`config.mk`:
```
export PLATFORM = sky130hd
export DESIGN_NAME = control_flujo_fsm
export DESIGN_NICKNAME = d
export VERILOG_FILES = /design/src/rtl/fc_pkg.sv /design/src/rtl/umbrales_reg.sv /design/src/rtl/control_flujo_fsm.sv
export SDC_FILE = /design/constraint.sdc
export NUM_CORES = 1
export LEC_CHECK = 0
export CAP_MARGIN = 0
export CELL_PAD_IN_SITES_DETAIL_PLACEMENT = 0
export CELL_PAD_IN_SITES_GLOBAL_PLACEMENT = 2
export CORE_MARGIN = 10
export CORE_UTILIZATION = 24
export DETAILED_ROUTE_END_ITERATION = 12
export GPL_TIMING_DRIVEN = 0
export PLACE_DENSITY_LB_ADDON = 0.1
export SETUP_SLACK_MARGIN = 0.1
export SLEW_MARGIN = 40
export SYNTH_ARGS = -nofsm -noshare
export SYNTH_HDL_FRONTEND = slang
export SYNTH_SLANG_ARGS = --single-unit
```
`constraint.sdc`:
```
create_clock -name clk -period 2.5 [get_ports clk]
set_input_delay 0.5 -clock clk [delete_from_list [all_inputs] [get_ports clk]]
set_output_delay 0.5 -clock clk [all_outputs]
set_load 0.005 [all_outputs]
```
`src/rtl/fc_pkg.sv`:
```
// -----------------------------------------------------------------------------
// fc_pkg
//   Shared definitions for the flow-control sequencer (control_flujo_fsm) and
//   its threshold register block (umbrales_reg).
//
//   Contents:
//     estado_e       3-bit state encoding. The numeric codes are visible on
//                    the debug port, so they must not be reordered.
//     FC_NUM_FIFOS   default number of monitored FIFOs, bit order {D1,D0,VC1,VC0}
//     FC_TH_W        default threshold width, in words
//     FC_DEPTH       default FIFO depth; upper bound for the almost-full level
//     FC_DEF_ALTO    almost-full threshold loaded by reset
//     FC_DEF_BAJO    almost-empty threshold loaded by reset
// -----------------------------------------------------------------------------
package fc_pkg;

    typedef enum logic [2:0] {
        ST_RESET  = 3'd0,
        ST_INIT   = 3'd1,
        ST_IDLE   = 3'd2,
        ST_ACTIVE = 3'd3,
        ST_ERROR  = 3'd4
    } estado_e;

    localparam int FC_NUM_FIFOS = 4;
    localparam int FC_TH_W      = 4;
    localparam int FC_DEPTH     = 8;
    localparam int FC_DEF_ALTO  = 6;
    localparam int FC_DEF_BAJO  = 1;

endpackage : fc_pkg

```
`src/rtl/umbrales_reg.sv`:
```
// -----------------------------------------------------------------------------
// umbrales_reg
//   Holds the active almost-full / almost-empty threshold pair that is fed to
//   the FIFOs. A candidate pair is loaded only when the sequencer enables the
//   load and the pair is coherent: bajo < alto and alto <= DEPTH. An
//   incoherent pair is silently ignored and the previous pair is kept.
//
//   Ports:
//     clk        in   1      rising-edge clock
//     reset      in   1      synchronous, active-high; restores the defaults
//     load_en_i  in   1      load window (the sequencer is configuring)
//     alto_i     in   TH_W   candidate almost-full threshold
//     bajo_i     in   TH_W   candidate almost-empty threshold
//     alto_o     out  TH_W   active almost-full threshold
//     bajo_o     out  TH_W   active almost-empty threshold
// -----------------------------------------------------------------------------
module umbrales_reg
    import fc_pkg::*;
#(
    parameter int TH_W     = FC_TH_W,
    parameter int DEPTH    = FC_DEPTH,
    parameter int DEF_ALTO = FC_DEF_ALTO,
    parameter int DEF_BAJO = FC_DEF_BAJO
) (
    input  logic            clk,
    input  logic            reset,
    input  logic            load_en_i,
    input  logic [TH_W-1:0] alto_i,
    input  logic [TH_W-1:0] bajo_i,
    output logic [TH_W-1:0] alto_o,
    output logic [TH_W-1:0] bajo_o
);

    // One extra bit so DEPTH itself is representable even when it equals
    // 2**TH_W, keeping the compare free of truncation.
    localparam logic [TH_W:0] DEPTH_C = (TH_W+1)'(DEPTH);

    logic [TH_W-1:0] alto_q;
    logic [TH_W-1:0] bajo_q;
    logic            par_valido;

    // An almost-empty level at or above the almost-full level would make
    // the two FIFO flags overlap, and an almost-full level above the depth
    // could never be reached.
    assign par_valido = (bajo_i < alto_i) && ({1'b0, alto_i} <= DEPTH_C);

    // NOTE: sequential state uses non-blocking assignments so every register
    // samples pre-edge values regardless of statement order.
    always_ff @(posedge clk) begin
        if (reset) begin
            alto_q <= TH_W'(DEF_ALTO);
            bajo_q <= TH_W'(DEF_BAJO);
        end else if (load_en_i && par_valido) begin
            alto_q <= alto_i;
            bajo_q <= bajo_i;
        end
    end

    assign alto_o = alto_q;
    assign bajo_o = bajo_q;

endmodule : umbrales_reg

```
`src/rtl/control_flujo_fsm.sv`:
```
// -----------------------------------------------------------------------------
// control_flujo_fsm
//   Sequencer for the VC0/VC1 -> D0/D1 routing arbiter. Walks
//   RESET -> INIT -> IDLE/ACTIVE, lets the FIFO thresholds be configured
//   while in INIT, gates arbiter traffic through arb_enable and locks into
//   ERROR on any FIFO overflow/underflow until reset.
//
//   Ports:
//     clk             in   1          rising-edge clock
//     reset           in   1          synchronous, active-high
//     init            in   1          request (re)configuration
//     umbral_alto_in  in   TH_W       candidate almost-full threshold
//     umbral_bajo_in  in   TH_W       candidate almost-empty threshold
//     fifo_empty      in   NUM_FIFOS  per-FIFO empty flag {D1,D0,VC1,VC0}
//     fifo_error      in   NUM_FIFOS  per-FIFO overflow/underflow pulse
//     umbral_alto     out  TH_W       active almost-full threshold
//     umbral_bajo     out  TH_W       active almost-empty threshold
//     arb_enable      out  1          arbiter may pop/push (ACTIVE only)
//     active_out      out  1          state is ACTIVE
//     idle_out        out  1          state is IDLE
//     error_out       out  1          state is ERROR
//     error_vec       out  NUM_FIFOS  sticky record of FIFOs that errored
//     estado          out  3          current state code, for debug
//
//   All outputs are registered Moore outputs: they are computed from the
//   next state and captured on the same edge as the state register, so they
//   always agree with estado and never glitch.
// -----------------------------------------------------------------------------
module control_flujo_fsm
    import fc_pkg::*;
#(
    parameter int NUM_FIFOS = FC_NUM_FIFOS,
    parameter int TH_W      = FC_TH_W,
    parameter int DEPTH     = FC_DEPTH,
    parameter int DEF_ALTO  = FC_DEF_ALTO,
    parameter int DEF_BAJO  = FC_DEF_BAJO
) (
    input  logic                 clk,
    input  logic                 reset,
    input  logic                 init,
    input  logic [TH_W-1:0]      umbral_alto_in,
    input  logic [TH_W-1:0]      umbral_bajo_in,
    input  logic [NUM_FIFOS-1:0] fifo_empty,
    input  logic [NUM_FIFOS-1:0] fifo_error,
    output logic [TH_W-1:0]      umbral_alto,
    output logic [TH_W-1:0]      umbral_bajo,
    output logic                 arb_enable,
    output logic                 active_out,
    output logic                 idle_out,
    output logic                 error_out,
    output logic [NUM_FIFOS-1:0] error_vec,
    output logic [2:0]           estado
);

    estado_e              estado_q;
    estado_e              estado_d;
    logic                 arb_enable_q;
    logic                 active_q;
    logic                 idle_q;
    logic                 error_q;
    logic [NUM_FIFOS-1:0] error_vec_q;

    logic hay_error;
    logic todas_vacias;

    assign hay_error    = |fifo_error;
    assign todas_vacias = &fifo_empty;

    // -------------------------------------------------------------------------
    // Next-state logic. Error always has top priority, so a simultaneous
    // error and init request lands in ERROR.
    // -------------------------------------------------------------------------
    always_comb begin
        // NOTE: default first so every path assigns estado_d and no latch
        // is inferred.
        estado_d = ST_RESET;
        unique case (estado_q)
            ST_RESET: estado_d = ST_INIT;

            ST_INIT: begin
                if (hay_error)  estado_d = ST_ERROR;
                else if (!init) estado_d = ST_IDLE;
                else            estado_d = ST_INIT;
            end

            ST_IDLE: begin
                if (hay_error)          estado_d = ST_ERROR;
                else if (init)          estado_d = ST_INIT;
                else if (!todas_vacias) estado_d = ST_ACTIVE;
                else                    estado_d = ST_IDLE;
            end

            ST_ACTIVE: begin
                if (hay_error)         estado_d = ST_ERROR;
                else if (init)         estado_d = ST_INIT;
                else if (todas_vacias) estado_d = ST_IDLE;
                else                   estado_d = ST_ACTIVE;
            end

            ST_ERROR: estado_d = ST_ERROR;

            // Unused codes fall back to RESET so a corrupted state register
            // recovers through a full reconfiguration.
            default: estado_d = ST_RESET;
        endcase
    end

    // -------------------------------------------------------------------------
    // State register plus registered output decode.
    // -------------------------------------------------------------------------
    always_ff @(posedge clk) begin
        if (reset) begin
            estado_q     <= ST_RESET;
            arb_enable_q <= 1'b0;
            active_q     <= 1'b0;
            idle_q       <= 1'b0;
            error_q      <= 1'b0;
            error_vec_q  <= '0;
        end else begin
            estado_q     <= estado_d;
            // The arbiter is cut off the first cycle outside ACTIVE; any word
            // it was moving is not completed.
            arb_enable_q <= (estado_d == ST_ACTIVE);
            active_q     <= (estado_d == ST_ACTIVE);
            idle_q       <= (estado_d == ST_IDLE);
            error_q      <= (estado_d == ST_ERROR);
            // Accumulate from the entry edge on, so the bits that caused the
            // error are captured together with any that arrive later.
            if (estado_d == ST_ERROR) begin
                error_vec_q <= error_vec_q | fifo_error;
            end
        end
    end

    // -------------------------------------------------------------------------
    // Threshold registers: loadable only while configuring.
    // -------------------------------------------------------------------------
    umbrales_reg #(
        .TH_W     (TH_W),
        .DEPTH    (DEPTH),
        .DEF_ALTO (DEF_ALTO),
        .DEF_BAJO (DEF_BAJO)
    ) u_umbrales (
        .clk       (clk),
        .reset     (reset),
        .load_en_i (estado_q == ST_INIT),
        .alto_i    (umbral_alto_in),
        .bajo_i    (umbral_bajo_in),
        .alto_o    (umbral_alto),
        .bajo_o    (umbral_bajo)
    );

    assign estado     = estado_q;
    assign arb_enable = arb_enable_q;
    assign active_out = active_q;
    assign idle_out   = idle_q;
    assign error_out  = error_q;
    assign error_vec  = error_vec_q;

endmodule : control_flujo_fsm

```
## Word-level counts from Yosys, hierarchy flattened

Index checks and enable logic that the tools add are counted.

- Order comparisons: 2
- Equality and inequality tests: 7
- Multiplexer cells: 6
- Bitwise operators: 1
- Reductions and logical operators: 6

Operators by type and width:

| kind | number |
|---|---|
| $eq A3 B2 Y1 const B | 4 |
| $pmux W3 S4 | 1 |
| $eq A3 B3 Y1 const B | 2 |
| $mux W3 | 2 |
| $le A4 B4 Y1 const B | 1 |
| $lt A4 B4 Y1 | 1 |
| $mux W2 | 2 |
| $or A4 B4 Y4 | 1 |
| $reduce_and A4 Y1 | 1 |
| $reduce_or A4 Y1 | 1 |
| $eq A3 B1 Y1 const B | 1 |
| $logic_not A3 Y1 | 1 |
| $logic_and A1 B1 Y1 | 2 |
| $reduce_or A2 Y1 | 1 |
| $mux W1 | 1 |

- Register bits: 18
- Input port bits: 19
- Output and inout bits: 19

## Depth between registers and ports, before layout

- Word-level depth: 6
- Mapped depth: 7
- Mapped depth without buffers: 6

## Cells and area by module

From an unflattened synthesis, not the netlist that was laid out.

- Cell total of the unflattened synthesis: 84
- Area, all modules: 819.5 sq um

By module, submodules not included:

| module | instances | cells an instance | area an instance (sq um) |
|---|---|---|---|
| umbrales_reg | 1 | 46 | 430.4 |
| control_flujo_fsm | 1 | 38 | 389.1 |

## Least setup slack after synthesis

No wires, ideal clock.

- Kind: input port to flip-flop
- From: in umbral_alto_in[2]
- To: reg u_umbrales.bajo_q[3] (netlist: u_umbrales.bajo_o[3])
- Setup time: 0.125 ns
- Data arrival time: 1.763 ns
- Required time: 2.375 ns
- Slack: 0.612 ns
- Stages on the path: 7
- Buffers on the path: 1
- Path through: inv_1 -> ha_1 -> o21ai_0 -> clkbuf_1 -> nor2b_1 -> a221oi_1 -> nand2_1

- Word-level cells in the longest chain between the ends: 3

Ends and longest elaborated chain:

| item | RTL line | text |
|---|---|---|
| from (decl) | control_flujo_fsm.sv:41 | `input logic [TH_W-1:0] umbral_alto_in,` |
| $lt A4 B4 Y1 / $le A4 B4 Y1 (equally long branches) | umbrales_reg.sv:45 | `assign par_valido = (bajo_i < alto_i) && ({1'b0, alto_i} <= DEPTH_C);` |
| $logic_and A1 B1 Y1 (*) | umbrales_reg.sv:45 |  |
| $logic_and A1 B1 Y1 (*) | umbrales_reg.sv:53 | `end else if (load_en_i && par_valido) begin` |
| to (signal assigned) | umbrales_reg.sv:52 | `bajo_q <= TH_W'(DEF_BAJO);` |
| to (signal assigned) | umbrales_reg.sv:55 | `bajo_q <= bajo_i;` |
| to (decl) | umbrales_reg.sv:39 | `logic [TH_W-1:0] bajo_q;` |

Mark *: on every way between the ends. The rest lies on a longest branch, timed or not.
A chain may end at the register's enable or synchronous reset.

## Final worst setup path

- From: in umbral_alto_in[3]
- To: reg u_umbrales.alto_q[3] (netlist: u_umbrales.alto_o[3])

- Word-level cells in the longest chain between the ends: 3

Ends and longest elaborated chain:

| item | RTL line | text |
|---|---|---|
| $lt A4 B4 Y1 / $le A4 B4 Y1 (equally long branches) | umbrales_reg.sv:45 |  |
| $logic_and A1 B1 Y1 | umbrales_reg.sv:45 |  |
| $logic_and A1 B1 Y1 | umbrales_reg.sv:53 |  |
| to (signal assigned) | umbrales_reg.sv:51 | `alto_q <= TH_W'(DEF_ALTO);` |
| to (signal assigned) | umbrales_reg.sv:54 | `alto_q <= alto_i;` |
| to (decl) | umbrales_reg.sv:38 | `logic [TH_W-1:0] alto_q;` |

Several ways; a longest one is shown, not always the timed one.

==> flow_summary_export.csv <==
group,metric,value,unit
outcome,outcome,"finished, final reports clean",
hold_path,hold_path_class,"flip-flop to flip-flop",
layout,register_area,360,sq um
clock_tree,clk_pin_slew,0.06,ns
timing,skew,0.000741,ns
global_routing,grt_max_degree,11,
logic_synthesis,synth_area_leaders,"dfxtp_1 (38%), nor4b_2 (6.3%), nor2b_1 (5.9%)",
worst_setup_path,critPathArrivalTime,2.46,ns
placed_design,dp_hpwl,2090,um
floorplan,dieArea,0.00691,sq mm
placed_design,placed_cells,191,
floorplan,io_pins,38,
route,drc,0,
logic_synthesis,yosysWarnings,0,
logic_synthesis,synth_edf_count,0,
worst_setup_path,startpoint_type,"input port",
layout,drive_above_1_share,0.103,
placed_design,numPortBuffers,36,
timing,fmaxAchievable,441,MHz
global_routing,grt_pass1_wl,4570,um
clock_tree,cts-buffers-inserted,3,
logic_synthesis,synth_top_cell_by_area,"dfxtp_1",
clock_tree,tritoncts,"yes",
pwr,p_sw_frac,0.268,
timing,worst_pin_slew,0.649,ns
pwr,ir_drop,0.321,mV
global_routing,grt_pass1_vias,927,
logic_synthesis,ys_types,29,
pwr,p_leak,0.000561,uW
timing,rsz0062_at_grt,"no",
layout,areaGrowthSynthToFinish,48.7,%
global_routing,grt_usage,0.0771,
pwr,p_int,540,uW
floorplan,core,0.00374,sq mm
timing,maxSlewViolCount,0,
hold_path,whs_path_depth,2,
logic_synthesis,syn_area,956,sq um
timing,max_slew_margin,0.564,
logic_synthesis,syn_inst,107,
flow_run,maxCapViolCount,0,
timing,fin_crit,2.27,ns
route,drtPass1Iterations,4,
route,via_per_inst,4.71,
pwr,power_frac_seq,0.448,
clock_tree,post_cts_buffers,0,
logic_synthesis,synth-async-reset-ratio,0,
timing,post-route-period-util,0.908,
pwr,p_clk_frac,0.266,
timing,setup_violations,0,
route,routedWlPerCell,13.6,um
logic_synthesis,ys_seq_area_frac,0.377,
floorplan,start_util,0.255,
route,vias,913,
worst_setup_path,reg2reg_depth,5,
pwr,pwr_density_cell,519,mW/mm^2
timing,hold_ws,0.467,ns
clock_tree,htree_levels,1,
logic_synthesis,synth_area_per_cell,8.93,sq um
layout,nFillCells,418,
layout,antenna_cells,0,
clock_tree,cts_sinks,18,
pwr,power.total,738,uW
timing,hold_viol,0,
route,antenna_left,0,
worst_setup_path,required,2.70,ns
layout,nets,170,
floorplan,fp.dieH,83.1,um
logic_synthesis,ys.flop_type,"dfxtp_1",
floorplan,dieWidth,83.1,um
route,drt_iter0_markers,35,
placed_design,gp_congestion,0.716,
clock_tree,clock_latency,0.25,ns
pwr,switchingPower,198,uW
layout,stdcell_count,194,
timing,tns,0,ns
pwr,combPwrFrac,0.286,
clock_tree,cts_buffer_depth,2,
global_routing,antenna_found_initial,0,
logic_synthesis,ys_ff_latch,18,
worst_setup_path,criticalPathCategory,"input port to flip-flop",
logic_synthesis,syn_nets,129,
clock_tree,cts-root-buf,"clkbuf_8",
layout,multiInputGateArea,534,sq um
logic_synthesis,synth_top_area_frac,0.377,
floorplan,rows,22,
clock_tree,hold_buffers,0,
worst_setup_path,crit_fanout,10,
logic_synthesis,synth.cells.most_frequent,"dfxtp_1 (18), nor2_1 (9), nor2b_1 (9), inv_1 (8)",
route,wl,2640,um
global_routing,grt_overflow_total,0,
clock_tree,ctsResizeCount,1,
worst_setup_path,cp-end-kind,"flip-flop",
logic_synthesis,synth.most_common_cell,"dfxtp_1",
## metal layers
layer	wire length [um]	vias to the layer above	global-route usage
met2	1200	27	0.116
met4	22	0	0.0231
met5	0	-	0
li1	-	467	-
met3	268	2	0.0469
met1	1160	417	0.0886
## cells by family after synthesis
kind of cell	count (synthesis)	share of synthesized area
and+or+nand+nor	44	0.297
AOI/OAI and AO/OA	28	0.211
DFF	18	0.377
buffers and inverters	13	0.0668
adders and majority gates	3	0.0393
xor gates and xnor gates	1	0.00916
## area by class of cell
class / instances / area share
plain buffers: 5 / 0.0246
repair buffers: 36 / 0.254
well taps: 48 / 0.0423
clock buffers: 3 / 0.0290
flip-flops and latches: 18 / 0.254
multi-input cells: 76 / 0.376
inverters: 8 / 0.0211
## placed cells by master (no fill, tap or decap), drive strengths merged
cell type,netlist,final
nor2b,9,9
nand2b,1,1
or4b,1,1
a21oi,6,6
a221oi,5,5
nor4,3,3
o211ai,6,6
nor3,3,3
a211o,1,1
ha,3,3
and2b,1,1
a211oi,1,1
o31a,1,1
clkbuf,2,5
and3,1,1
clkdlybuf4s50,0,36
nor2,9,9
buf,3,3
a21o,1,1
xnor2,1,1
o21a,1,1
nor4b,4,4
nor3b,5,5
o21ai,6,6
inv,8,8
nand4,1,1
dfxtp,18,18
nand2,6,6
## power groups by stage
stage          Sequential [uW]  Combinational [uW]  Clock (uW)
3_3_place_gp               336                 214           0
3_5_place_dp               337                 212           0
2_1_floorplan              338                 101           0
6_report                   330                 211         197
4_1_cts                    331                 214         211
5_1_grt                    334                 232         225
## per-stage QoR
step | worst slack [ns] | cell area, sq um | util
floorplan | 0.612 | 956 | -
global placement | -0.302 | 1380 | 0.368
detailed placement | -0.247 | 1380 | 0.368
CTS | 0.152 | 1420 | 0.379
global route | 0.136 | 1420 | 0.380
finish | 0.231 | 1420 | 0.380
## final timing paths
check	start	endpoint	slack (ns)
max	umbral_alto_in[3]	u_umbrales.alto_o[3]	0.23
min reg2reg	error_vec[2]	error_vec[2]	0.47
max reg2reg	estado[2]	u_umbrales.alto_o[3]	0.89
min	error_vec[2]	error_vec[2]	0.47
## state kept, by name, summed over array words and instances (netlist names)
name               cells
idle_out               1
estado                 3
error_out              1
error_vec              4
u_umbrales.bajo_o      4
active_out             1
u_umbrales.alto_o      4
## worst max-delay path, cell delays in order
cell	delay, ns
clkdlybuf4s50_1	0.54
inv_2	0.10
ha_1	0.21
or4b_4	0.50
buf_6	0.17
nor4_1	0.22
o21ai_0	0.14
nand2_1	0.08
Power figures use the tool's default switching activity.
==> RTL edit 1, RTL diff (config.mk and constraints unchanged) <==
`FC_NUM_FIFOS`: 4 -> 3.
--- a/src/rtl/fc_pkg.sv
+++ b/src/rtl/fc_pkg.sv
@@ -22,7 +22,7 @@
         ST_ERROR  = 3'd4
     } estado_e;
 
-    localparam int FC_NUM_FIFOS = 4;
+    localparam int FC_NUM_FIFOS = 3;
     localparam int FC_TH_W      = 4;
     localparam int FC_DEPTH     = 8;
     localparam int FC_DEF_ALTO  = 6;
Interface: changed (resized error_vec, fifo_empty and fifo_error); port bits go from 38 to 35. The function was not compared with the original's and may differ.
==> RTL edit 1 against the original RTL <==
Design area is 17% lower. Sequential cell count is 1 lower. Utilization is 0.92 points higher. Synthesized cell count is 24% lower. Setup slack better by 0.38 ns. Area after synthesis is 21% lower. Power is 20% lower. Wire length is 27% lower. Sequential share of layout area is 3.6 points higher. Critical path type unchanged.
==> RTL edit 1: results (changes against the original RTL) <==
[status]
status=completed

[yosys]
yosysUniqueCellTypes=19  ; -34%
synth_fp_nets=101  ; -22%
synth_area_leaders=dfxtp_1 (45%), mux2i_1 (11%), nand2b_1 (9.9%), nor2_1 (7.0%), ha_1 (5.0%)
muxShareOfSynthArea=0.106  ; +0.106
synth_top_cells_by_count=dfxtp_1 (17), nor2_1 (14), nand2b_1 (12)
synth_adder_area_share=0.0497  ; +0.0104
yosys_most_used_dff=dfxtp_1
async_reset_ff_frac=0  ; unchanged
synth_compound_area_frac=0.108  ; -0.103
synth_cells=81  ; -24%
synth-xor-area-share=0.0116  ; +0.00243
synth.yosys.seq_area_share=0.450  ; +0.0734

[global_route]
grt_pass1_wl_um=3500  ; -24%
grtUsageMet1=0.0798  ; -0.00881
met2_usage=0.114  ; -0.00198
grt_pass1_vias=763  ; -18%
use_met3=0.0330  ; -0.0139
grt_usage=0.0725  ; -0.00461

[layout]
nNetsFinal=140  ; -18%
n_fill_cell=327  ; -22%
drive_above_1_share=0.0588  ; -0.0439

[pwr]
comb_power_share=0.236  ; -0.050
pwr-share-clk=0.253  ; -0.013
max-vdd-ir-drop_mv=0.195  ; -39%
clk-power_w=0.000150  ; -24%
netSwitchingFraction=0.264  ; -0.00437
p_leak_nw=0.483  ; -14%

[sta]
max-slew-margin-rel=0.709  ; +0.145
worst_clock_skew_ns=0.00535  ; +0.00461 ns
final-setup-viol-count=0  ; unchanged

[drt]
wl_um=1940  ; -27%
initialDrtViolationCount=7  ; -80%
route.met3.wl_um=176  ; -34%
num_vias=656  ; -28%
dr.pass1.iters=2  ; -2
wire_per_inst_um=11.9  ; -13%
wl_met1_um=845  ; -27%
final_antenna_net_count=0  ; unchanged
top_layer=met4
wl_met2_um=900  ; -25%

[clocking]
ctsResizeCount=0  ; -1
clk_pin_slew_ns=0.10  ; +0.04 ns
root_buffer=clkbuf_4
clock_latency_ns=0.29  ; +0.04 ns
cts_buffers=3  ; unchanged

[placement]
dpl.hpwl_um=1590  ; -24%
dp_worst_setup_slack_ns=0.278  ; +0.525 ns
place.gp.congestion=0.701  ; -2.1%
portBuffers=34  ; -5.6%

[worst_setup_path]
crit_arrival_ns=2.06  ; -0.40 ns
cp_max_fo=8  ; -2
slowest_stage=clkdlybuf4s50_1
slowest_delay_ns=0.51  ; -0.03 ns

RTL edit 1: changes by cell type after synthesis, moves of 3 or more:
cell,delta
o211ai_1,-6
nor4_1,-3
nand2b_1,+11
o21ai_1,-3
a221oi_1,-5
inv_1,-5
mux2i_1,+8
nor4b_2,-4
nand2_1,-4
nor3b_1,-5
nor2_1,+5
nor2b_1,-9
RTL edit 1: worst paths after layout:
path                                           start                    to  slack (ns)  depth (start not counted)
worst max register to register             estado[1]  u_umbrales.alto_o[2]        1.24                          4
worst min register to register  u_umbrales.bajo_o[3]  u_umbrales.bajo_o[3]        0.48                          2
worst max-delay path               umbral_alto_in[1]  u_umbrales.alto_o[2]        0.61                          6
worst min-delay path            u_umbrales.bajo_o[3]  u_umbrales.bajo_o[3]        0.48                          2
RTL edit 1: cell type report:
cell class	instances	area, um^2	area share
timing repair buffer	34	340	0.289
sequential	17	340	0.289
buffer	3	15.0	0.0128
multi-input combinational	58	389	0.330
tap	44	55.1	0.0468
inverter	3	11.3	0.00956
clock buffer	4	26.3	0.0223
==> RTL edit 2, RTL diff (config.mk and constraints unchanged) <==
Without the edit above. Register the output `error_out` once more; this adds one clock of latency there. The other outputs are not delayed to match.
--- a/src/rtl/control_flujo_fsm.sv
+++ b/src/rtl/control_flujo_fsm.sv
@@ -154,7 +154,9 @@
     assign arb_enable = arb_enable_q;
     assign active_out = active_q;
     assign idle_out   = idle_q;
-    assign error_out  = error_q;
+    always_ff @(posedge clk) begin
+        error_out <= error_q;
+    end
     assign error_vec  = error_vec_q;
 
 endmodule : control_flujo_fsm
Formal check against the unedited RTL: not equivalent (a bounded check fails within 4 cycles, from zero or initial values and one cycle with reset high).
==> RTL edit 2 against the original RTL <==
Power rose by 5.9%. Utilization fell by 1.4 points. Design area rose by 2.1%. Sequential cell count rose by 1. Area after synthesis rose by 2.1%. Wire length rose by 4.2%. Setup slack improved by 0.011 ns. Non-clock buffer count did not move.
==> RTL edit 2: results (changes against the original RTL) <==
[global_route]
grtUsageMet1=0.0932  ; +0.00464
grt_usage=0.0798  ; +0.00268
grt_start_max_net_pins=13  ; +2
use_met3=0.0361  ; -0.0107
grt_pass1_wl_um=4680  ; +2.3%
grt_pass1_vias=972  ; +4.9%
met2_usage=0.125  ; +0.00951

[yosys]
synth_cells=108  ; +0.93%
synth.yosys.seq_area_share=0.390  ; +0.0128
synth_fp_nets=130  ; +0.78%
synth_area_leaders=dfxtp_1 (39%), nor4b_2 (6.2%), nor2b_1 (5.8%), o211ai_1 (4.6%), a221oi_1 (4.5%)
synth_top_cells_by_count=dfxtp_1 (19), nor2_1 (9), nor2b_1 (9)

[min_path]
min_to=error_out
hp-start=error_q

[layout]
n_fill_cell=425  ; +1.7%
seq_share=0.262  ; +0.00855
non_clock_buffer_area_share=0.272  ; -0.00576
final-clk-cell-share=0.0336  ; +0.00457
syn_to_final_growth_pct=48.7  ; about the same
finalNonFillerCells=198  ; +2.1%
multi_input_area_share=0.368  ; -0.00778

[pwr]
netSwitchingFraction=0.279  ; +0.0111
pwr-share-clk=0.283  ; +0.017
p_leak_nw=0.569  ; +1.5%

[placement]
dpl_cell_area_um2=1400  ; +1.6%
place.gp.congestion=0.692  ; -3.4%
dpl.hpwl_um=2210  ; +5.7%
dp_cells=194  ; +1.6%

[sta]
max-slew-margin-rel=0.572  ; +0.00881
worst_clock_skew_ns=0.00627  ; +0.00553 ns

[drt]
viasPerCell=4.55  ; -3.3%
wl_um=2750  ; +4.2%
initialDrtViolationCount=33  ; -5.7%
dr.pass1.iters=3  ; -1

[clocking]
clk_pin_slew_ns=0.08  ; +0.02 ns
cts.sinks=19  ; +1

[status]
status=completed

-- RTL edit 2: logic make-up after synthesis --
group / Yosys count / synth area share
AND/OR/NAND/NOR: 44 / 0.291
AO/OA/AOI/OAI: 28 / 0.206
flip-flops: 19 / 0.390
buffers and inverters: 13 / 0.0654
adder cells (fa/ha/maj): 3 / 0.0385
XOR/XNOR: 1 / 0.00898
-- RTL edit 2: through the flow --
stage               setup WS, ns  hold WS, ns
floorplan                  0.612        0.310
detailed placement        -0.235        0.338
global placement          -0.315        0.314
CTS                        0.144        0.356
global route               0.108        0.357
finish                     0.242        0.346
-- RTL edit 2: routing by layer --
layer / part of all wire / vias up
met2: 0.43 / 25
met1: 0.47 / 405
met3: 0.086 / 2
met5: 0 / -
met4: 0.0080 / 0
li1: - / 469
-- RTL edit 2: worst max-delay path, cell delays in order --
cell	delay [ns]
clkdlybuf4s50_1	0.54
inv_2	0.11
ha_1	0.21
or4b_4	0.50
buf_6	0.17
nor4_1	0.19
o21ai_0	0.15
nand2_1	0.09
